--- src/rtl/mux_pkg.sv ---
// Shared definitions for the registered N:1 scanning multiplexer.
// Optional feature macro used across this slice: MUX_SCAN_MASK_EN
// (adds the ch_mask port and masked auto-scan).
package mux_pkg;

  // Selection mode encoding driven on the mode input.
  typedef enum logic {
    MODE_MANUAL = 1'b0,
    MODE_AUTO   = 1'b1
  } scanMode_e;

  // Ceiling log2 for toolflows without $clog2; clog2(1) returns 0.
  function automatic int clog2(input int value);
    int result;
    int remaining;
    result    = 0;
    remaining = value - 1;
    while (remaining > 0) begin
      result++;
      remaining = remaining >> 1;
    end
    return result;
  endfunction

endpackage

--- src/rtl/mux_scan_nx1_scan_ptr.sv ---
// Channel scanner: owns the scan pointer, the dwell counter and the
// next-channel priority search used by auto-scan mode.
// Optional feature macro: MUX_SCAN_MASK_EN (the mask input is always
// present here; the top ties it to all ones when the feature is off).
module scan_ptr
  import mux_pkg::*;
#(
  parameter  int NCH   = 4,
  parameter  int DWELL = 1,
  localparam int SELW  = clog2(NCH)
) (
  input  logic            clk,
  input  logic            rst_n,
  input  logic            en,
  input  logic            mode,
  input  logic [SELW-1:0] sel,
  input  logic [NCH-1:0]  chMask,
  output logic [SELW-1:0] chPtr
);

  localparam int              CNTW      = (DWELL > 1) ? clog2(DWELL) : 1;
  localparam logic [CNTW-1:0] DWELL_END = CNTW'(DWELL - 1);

  logic [CNTW-1:0] dwellCnt;
  logic [SELW-1:0] nextCh;
  logic [SELW-1:0] candCh;
  logic            anyChannel;

  // Find the first enabled channel above chPtr, wrapping; the offset of NCH
  // wraps back onto chPtr itself so the current channel is the last candidate.
  always_comb begin
    // NOTE: every variable written here gets a default first, so no path
    // leaves it unassigned and no latch is inferred.
    nextCh     = chPtr;
    candCh     = chPtr;
    anyChannel = |chMask;
    for (int i = NCH; i >= 1; i--) begin
      candCh = chPtr + SELW'(i);
      if (chMask[candCh]) nextCh = candCh;
    end
  end

  // Pointer and dwell state: manual mode parks on sel, auto mode steps after
  // each full dwell; en low or an empty mask freezes both exactly.
  always_ff @(posedge clk) begin
    // NOTE: state is updated with non-blocking assignments so every register
    // samples the pre-edge values, independent of statement order.
    if (!rst_n) begin
      chPtr    <= '0;
      dwellCnt <= '0;
    end else if (en && anyChannel) begin
      if (mode == MODE_MANUAL) begin
        chPtr    <= sel;
        dwellCnt <= '0;
      end else if (dwellCnt == DWELL_END) begin
        chPtr    <= nextCh;
        dwellCnt <= '0;
      end else begin
        dwellCnt <= dwellCnt + CNTW'(1);
      end
    end
  end

endmodule

--- src/rtl/mux_scan_nx1.sv ---
// Registered N:1 multiplexer with manual select and auto channel scan.
// Optional feature macro: MUX_SCAN_MASK_EN (adds ch_mask; masked channels
// are skipped by the scanner and never produce a valid output).
module mux_scan_nx1
  import mux_pkg::*;
#(
  parameter  int WIDTH = 8,
  parameter  int NCH   = 4,
  parameter  int DWELL = 1,
  localparam int SELW  = clog2(NCH)
) (
  input  logic                 clk,
  input  logic                 rst_n,
  input  logic [NCH*WIDTH-1:0] din,
  input  logic [SELW-1:0]      sel,
  input  logic                 mode,
  input  logic                 en,
`ifdef MUX_SCAN_MASK_EN
  input  logic [NCH-1:0]       ch_mask,
`endif
  output logic [WIDTH-1:0]     out,
  output logic [SELW-1:0]      out_ch,
  output logic                 out_valid
);

  logic [NCH-1:0]   chMaskEff;
  logic [SELW-1:0]  chPtr;
  logic [SELW-1:0]  curCh;
  logic [WIDTH-1:0] curData;
  logic             curEnabled;

`ifdef MUX_SCAN_MASK_EN
  assign chMaskEff = ch_mask;
`else
  // Without the mask feature every channel takes part in the scan.
  assign chMaskEff = '1;
`endif

  scan_ptr #(
    .NCH   (NCH),
    .DWELL (DWELL)
  ) u_scan_ptr (
    .clk    (clk),
    .rst_n  (rst_n),
    .en     (en),
    .mode   (mode),
    .sel    (sel),
    .chMask (chMaskEff),
    .chPtr  (chPtr)
  );

  // Channel for this cycle: sel wins at once in manual mode, otherwise the
  // scanner position; a masked channel yields no output.
  always_comb begin
    curCh      = (mode == MODE_AUTO) ? chPtr : sel;
    curData    = din[curCh*WIDTH +: WIDTH];
    curEnabled = chMaskEff[curCh];
  end

  // Output register: one-cycle latency, valid only on a sampling edge.
  always_ff @(posedge clk) begin
    if (!rst_n) begin
      out       <= '0;
      out_ch    <= '0;
      out_valid <= 1'b0;
    end else if (en && curEnabled) begin
      out       <= curData;
      out_ch    <= curCh;
      out_valid <= 1'b1;
    end else begin
      out_valid <= 1'b0;
    end
  end

endmodule

--- config.mk ---
export PLATFORM = sky130hd
export DESIGN_NAME = mux_scan_nx1
export DESIGN_NICKNAME = d
export VERILOG_FILES = /design/src/rtl/mux_pkg.sv /design/src/rtl/mux_scan_nx1_scan_ptr.sv /design/src/rtl/mux_scan_nx1.sv
export SDC_FILE = /design/constraint.sdc
export NUM_CORES = 1
export LEC_CHECK = 0
export ABC_AREA = 1
export BUFFER_PORTS_ARGS = -buffer_cell sky130_fd_sc_hd__buf_2
export CORE_ASPECT_RATIO = 0.9
export CORE_UTILIZATION = 40
export DETAILED_ROUTE_END_ITERATION = 7
export PLACE_DENSITY = 0.72
export REMOVE_ABC_BUFFERS = 1
export SYNTH_ARGS = -nofsm -noshare
export SYNTH_HDL_FRONTEND = slang
export SYNTH_SLANG_ARGS = --single-unit
--- constraint.sdc ---
create_clock -name clk -period 2.05 [get_ports clk]
set_input_delay 0.1025 -clock clk [delete_from_list [all_inputs] [get_ports clk]]
set_output_delay 0.1025 -clock clk [all_outputs]
set_load 0.005 [all_outputs]
# Word-level counts from Yosys, hierarchy flattened
# Cells that the tools add are included.
totals:
  in_bits: 38
  reg_bits: 14
  elab_cells: 35
  output_inout_bits: 11
classes:
  shifts: 1
  eq_ne: 2
  n_mux: 17
  n_addsub: 4
  reduce_logical: 2
  magnitude_cmp: 4
op_table:
  columns: ["op", "count"]
  rows:
  - ["32-bit by 6-bit variable part select with 8-bit output", 1]
  - ["2-bit by 3-bit < comparator with 1-bit output, second input constant", 4]
  - ["2-bit 2-to-1 mux", 6]
  - ["1-bit binary-select mux with 2-bit select", 4]
  - ["1-bit 2-to-1 mux", 7]
  - ["2-bit adder, second input constant", 2]
  - ["4-bit by 1-bit inequality test with 1-bit output, second input constant", 1]
  - ["3-bit AND reduction", 1]
  - ["2-bit by 1-bit adder with 2-bit output, second input constant", 1]
  - ["2-bit inequality test, second input constant", 1]
  - ["1-bit adder, second input constant", 1]
  - ["1-bit logical AND", 1]

# Logic depth before layout (Yosys ltp)
# Gate-level depths: netlist (run 1).
depth:
  word_depth: 8
  depth_mapped: 9
  ltp_nobuf: 8

# By module
# From an unflattened synthesis (run 1), not the netlist that was laid out.
unflattened:
  cells_unflattened: 216
  area_unflattened_um2: 1169.9
by_module_without_submodules:
  columns: ["module", "n_inst", "seq_area_each_um2", "cells_per_inst", "area_per_inst_um2"]
  rows:
  - ["mux_scan_nx1", 1, 220.2, 158, 862.1]
  - ["scan_ptr", 1, 40.0, 58, 307.8]

# Worst setup path after synthesis (run 1)
# Ideal clock, no wire load.
synth_timing:
  kind: "register to register"
  from: "register u_scan_ptr.chPtr[0]"
  to: "register out[0]"
  path_slack_ps: 965
  arrival_ps: 976
  required_time_ps: 1941
  setup_ps: 109
  period_less_slack_ps: 1085
  stages_incl_launch_ff: 8
  path_buffers: 1
  path_cell_list: "dfxtp_1 -> nand2_2 -> buf_2 -> nand3_1 -> nand3_1 -> nand3_1 -> nand2_1 -> inv_1"
synth_via:
  elab_chain_len: 4
  elab_cells_between_ends: 5
  cone_classes: "1 x shift; 3 x mux; 1 x reduce/logical"
synth_lines:
  columns: ["item", "line", "source"]
  rows:
  - ["start, declared", "mux_scan_nx1_scan_ptr.sv:18", "output logic [SELW-1:0] chPtr"]
  - ["start signal, assigned", "mux_scan_nx1_scan_ptr.sv:53", "chPtr <= sel;"]
  - ["start signal, assigned", "mux_scan_nx1_scan_ptr.sv:56", "chPtr <= nextCh;"]
  - ["2-bit 2-to-1 mux *", "mux_scan_nx1.sv:55", "curCh = (mode == MODE_AUTO) ? chPtr : sel;"]
  - ["branches (longest 3 deep; another with 32-bit by 6-bit variable part select with 8-bit output)", null, null]
  - ["end signal, assigned", "mux_scan_nx1.sv:67", "out <= curData;"]
  - ["end, declared", "mux_scan_nx1.sv:21", "output logic [WIDTH-1:0] out,"]
# Mark *: on every way between the ends. The select of a mux whose other input is x is not followed.
# A chain may end at the register's enable or synchronous reset.

# Final worst setup path (run 1)
layout_timing:
  from: "register u_scan_ptr.chPtr[0]"
  to: "register out[6]"
# Same word-level chain as after synthesis.

==> flow_metrics.py, run 1 <==
metrics = {
    "timing": {
        "finalSetupTns_ps": 0,
        "hold_violations": 0,
        "worst-slew-pin-transition_ps": 438.0,
        "drv_slew": 0,
        "timing.hold.ws_ps": 79.09,
        "relSlewSlack_pct": 70.80,
        "fmax_mhz": 748.7,
        "finalSetupViolations": 0,
        "final.setup.worst_slack_ps": 714.3,
        "finalClockSkew_ps": 0.7702,
        "timing.final.crit_share_pct": 65.15,
        "period_minus_slack_ps": 1336,
        "rsz0062_at_grt": "false",
    },
    "clock_tree": {
        "cts_resized": 0,
        "numCtsBuffers": 3,
        "clock_latency_ps": 280,
        "h-tree-depth": 1,
        "cts_tree": "yes",
        "cts_buffer_depth": 2,
        "root_buffer": "clkbuf_4",
        "post_cts_buffers": 0,
        "postCtsHoldBufs": 0,
        "clkSlewWorstSetupHoldPaths_ps": 80,
        "cts_sinks": 13,
    },
    "global_routing": {
        "grt_usage_pct": 19.59,
        "grt_overflow": 0,
        "grt_max_degree": 25,
        "antenna_found_initial": 0,
        "grt_pass1_wl_um": 3546,
        "grt_pass1_vias": 881,
    },
    "placed_design": {
        "dp_hpwl_um": 1728,
        "place_congestion": 0.6800,
        "postPlaceCellArea_sq_mm": 0.001192,
        "numPortBuffers": 48,
        "place_inst": 235,
        "dpl_worst_slack_ps": 732.5,
    },
    "worst_setup_path": {
        "critical_path_class": "reg -> reg",
        "required_ps": 2240,
        "cp-end-kind": "flip-flop",
        "critPathLaunchType": "flip-flop",
        "cp.arrival_ps": 1530,
        "cp_max_fo": 18,
    },
    "drt": {
        "firstDrtPassIters": 4,
        "ant_nets": 0,
        "remaining_drc_errors": 0,
        "wl_per_cell_um": 9.715,
        "drt_wl_total_um": 2322,
        "vias": 1123,
        "via_per_inst": 4.699,
        "first_iter_violations": 20,
    },
    "run": {
        "drv_cap": 0,
    },
    "finish": {
        "nNetsFinal": 251,
        "seq_area_sq_um": 260.3,
        "postLayoutCoreUtil_pct": 55.34,
        "multi_input_area_sq_um": 478.0,
        "drive_gt1_share_pct": 27.36,
        "syn2layout_area_growth_pct": 28.33,
        "fillers": 241,
        "instances_no_fill": 239,
        "antennaDiodeCount": 0,
        "stdcell_area_sq_mm": 0.001219,
    },
    "hold_path": {
        "hp-class": "in -> reg",
    },
    "pwr": {
        "totalPowerFinal_uw": 643.6,
        "leakage_nw": 0.8034,
        "ir_drop_v": 0.0003414,
        "p_per_area_mw_per_mm2": 528.1,
    },
    "synthesis": {
        "ys_types": 19,
        "synth_area_sq_um": 949.7,
        "yosysWarningCount": 0,
        "synth-async-reset-ratio_pct": 0,
        "postSynthCellCount": 165,
        "synth_seq_cells": 13,
        "yosysSeqAreaShare_pct": 27.40,
        "synthFlopType": "dfxtp_1",
        "syn_avg_cell_area_sq_um": 5.756,
        "synth_common_cells": "inv_1, nand3_1, nand2_1",
        "yosys.area.top_type": "dfxtp_1",
        "yosys.area.top_type_share_pct": 27.40,
        "ys_top_cells_by_area": "dfxtp_1, nand3_1, inv_1",
        "yosysMostFrequentCell": "inv_1",
        "synth_enable_flop_cells": 0,
    },
    "floorplan": {
        "die_w_um": 53.36,
        "core.rowCount": 16,
        "initial_utilization_pct": 43.13,
        "io_pins": 49,
        "dieArea_sq_mm": 0.002573,
        "die_y_um": 48.23,
        "coreArea_sq_mm": 0.002202,
    },
    "outcome": {
        "status": "completed",
    },
}
cells in the final DEF, fill, tap and decap left out, types with 3 or more instances in the layout:
master / count
buf_2: 48
inv_1: 46
nand3_1: 40
nand2_1: 28
nor2_1: 18
dfxtp_1: 13
o211ai_1: 3
clkbuf_4: 3
sequential cells by signal, indices dropped and copies added, names as in the netlist:
| name | flops |
|---|---|
| out_ch | 2 |
| u_scan_ptr.chPtr | 2 |
| out | 8 |
| out_valid | 1 |
logic make-up (layout without fill, tap and decap cells):
logic type             count (synthesis)  in the layout  synth area share, %
AOI/OAI and AO/OA                      9              9                6.456
and+or+nand+nor                       90             90                43.87
DFF                                   13             13                27.40
buffers and inverters                 53            100                22.27
routing by layer:
metal / global-route usage [%] / wire length, um / up-vias
met3: 5.607 / 147 / 4
met1: 21.60 / 1032 / 495
met2: 36.00 / 1114 / 32
li1: - / - / 592
met4: 7.895 / 28 / 0
met5: 0 / 0 / -
cell type report:
| cell class | count | area share, % |
|---|---|---|
| multi-input combinational | 99 | 39.22 |
| sequential | 13 | 21.36 |
| timing repair buffer | 48 | 19.71 |
| inverter | 48 | 14.78 |
| tap | 27 | 2.772 |
| clock buffer | 4 | 2.156 |
critical path: stages, from the launching register on:
cell and delay (ps):
dfxtp_1 400, nand2_2 230, nand2_4 250, nand2_1 80
nand3_1 70, nand3_1 90, nand2_1 80, inv_1 30
path summary, 6_finish.rpt:
check | from | to | slack (ps) | depth (start not counted)
worst max-delay path | u_scan_ptr.chPtr[0] | out[6] | 710 | 7
worst min-delay path | rst_n | out_valid | 80 | 3
worst max register to register | u_scan_ptr.chPtr[0] | out[6] | 710 | 7
worst min register to register | out_ch[1] | out_ch[1] | 500 | 2
power breakdown:
group / switching (mW) / internal [mW]
combinational: 0.109 / 0.0847
sequential: 0.0100 / 0.273
clock: 0.0917 / 0.0756
total: 0.210 / 0.433
Power figures use the tool's default switching activity.
==> run 2: changes to the inputs <==
==> constraint.sdc (replaced) <==
create_clock -name clk -period 1.3 [get_ports clk]
set_input_delay 0.065 -clock clk [delete_from_list [all_inputs] [get_ports clk]]
set_output_delay 0.065 -clock clk [all_outputs]
set_load 0.005 [all_outputs]
==> flow_metrics.py, run 2 (synthesis results as in run 1) <==
metrics = {
    "outcome": {
        "status": "completed",
    },
    "worst_setup_path": {
        "cp_max_fo": 8,
        "critical_path_class": "reg -> reg",
        "required_ps": 1540,
        "critPathLaunchType": "flip-flop",
        "cp-end-kind": "flip-flop",
        "cp.arrival_ps": 1390,
    },
    "timing": {
        "drv_slew": 0,
        "hold_violations": 0,
        "fmax_mhz": 866.5,
        "final.setup.worst_slack_ps": 146.0,
        "rsz0062_at_grt": "false",
        "finalClockSkew_ps": 1.877,
        "worst-slew-pin-transition_ps": 447.7,
        "period_minus_slack_ps": 1154,
        "timing.final.crit_share_pct": 88.77,
        "relSlewSlack_pct": 70.15,
        "finalSetupViolations": 0,
        "finalSetupTns_ps": 0,
    },
    "floorplan": {
        "core.rowCount": 16,
        "die_w_um": 53.36,
        "die_y_um": 48.23,
        "io_pins": 49,
        "coreArea_sq_mm": 0.002202,
        "initial_utilization_pct": 43.13,
        "dieArea_sq_mm": 0.002573,
    },
    "pwr": {
        "p_per_area_mw_per_mm2": 824.9,
        "leakage_nw": 0.8210,
        "power.internal_uw": 690.8,
        "totalPowerFinal_mw": 1.035,
        "switching_share_pct": 33.27,
        "p_clk_share_pct": 25.9,
        "power.switching_uw": 344.4,
        "ir_drop_v": 0.0006222,
        "seqPwrFrac_pct": 43.2,
        "power.share.combinational_pct": 30.9,
    },
    "finish": {
        "antennaDiodeCount": 0,
        "postLayoutCoreUtil_pct": 56.99,
        "top_regs": "out x8, out_ch x2, u_scan_ptr.chPtr x2",
        "regMostFlops": "out",
        "nNetsFinal": 253,
        "largest_register_ffs": 8,
        "drive_gt1_share_pct": 28.04,
        "syn2layout_area_growth_pct": 32.15,
        "final_common_cell": "buf_2",
        "instances_no_fill": 241,
        "mostFrequentLayoutCells": "buf_2, inv_1, nand3_1, nand2_1, nor2_1",
    },
    "run": {
        "drv_cap": 0,
    },
    "clock_tree": {
        "numCtsBuffers": 3,
        "cts_tree": "yes",
        "post_cts_buffers": 0,
        "clkSlewWorstSetupHoldPaths_ps": 90,
        "clock_latency_ps": 280,
        "cts_resized": 0,
        "root_buffer": "clkbuf_4",
        "h-tree-depth": 1,
        "cts_buffer_depth": 2,
        "cts_sinks": 13,
        "postCtsHoldBufs": 0,
    },
    "placed_design": {
        "dpl_worst_slack_ps": 152.1,
        "place_congestion": 0.7651,
        "place_inst": 237,
        "dp_hpwl_um": 1762,
        "numPortBuffers": 48,
    },
    "hold_path": {
        "hp-class": "in -> reg",
    },
    "drt": {
        "via_per_inst": 4.627,
        "drt_wl_total_um": 2391,
        "wl_per_cell_um": 9.921,
        "ant_nets": 0,
        "firstDrtPassIters": 4,
        "vias": 1115,
        "remaining_drc_errors": 0,
        "first_iter_violations": 18,
    },
    "global_routing": {
        "antenna_found_initial": 0,
        "grt_overflow": 0,
        "grt_pass1_vias": 946,
        "grt_usage_pct": 21.39,
        "grt_pass1_wl_um": 3946,
        "grt_max_degree": 25,
    },
}
[run 2: layout make-up]
cell class              count  area, sq um
flip-flops and latches     13        260.3
inverters                  48        180.2
multi-input cells          99        499.2
clock buffers               4        26.28
well taps                  27        33.78
repair buffers             50        255.2
fillers                   240        947.2
[run 2: worst paths after layout]
kind	start	endpoint	slack, ps	cells past startpoint
worst min register to register	out_ch[1]	out_ch[1]	490	2
worst max-delay path	u_scan_ptr.chPtr[0]	out[6]	150	7
worst max register to register	u_scan_ptr.chPtr[0]	out[6]	150	7
worst min-delay path	rst_n	out_valid	30	3
[run 2: metrics by stage]
step | hold WS (ps) | area [sq um]
finish | 27.73 | 1255
global route | 38.92 | 1255
detailed placement | 324.4 | 1207
floorplan | 158.5 | 918.4
global placement | 320.0 | 1207
CTS | 21.50 | 1234
[run 2: power groups by stage]
stage,clock [mW],combinational (mW),sequential [mW]
3_3_place_gp,0,0.304,0.454
3_5_place_dp,0,0.311,0.456
2_1_floorplan,0,0.175,0.458
4_1_cts,0.275,0.313,0.447
5_1_grt,0.292,0.369,0.451
6_report,0.268,0.320,0.447
[run 2: worst max-delay path, cell delays in order (launching register included)]
cell and delay [ps]:
dfxtp_1 430, nand2_4 120, buf_4 180, nand3_1 80
nand3_1 80, nand3_1 110, nand2_1 60, inv_1 40
[run 2: metal layers]
layer  up-vias  global-route usage (%)  routed length, um  share of wire, %
li1        596                       -                  -                 -
met1       473                   25.88               1093                46
met2        44                   36.00               1105                46
met3         2                   6.542                183               7.7
met4         0                   8.421                  9              0.38
met5         -                       0                  0                 0
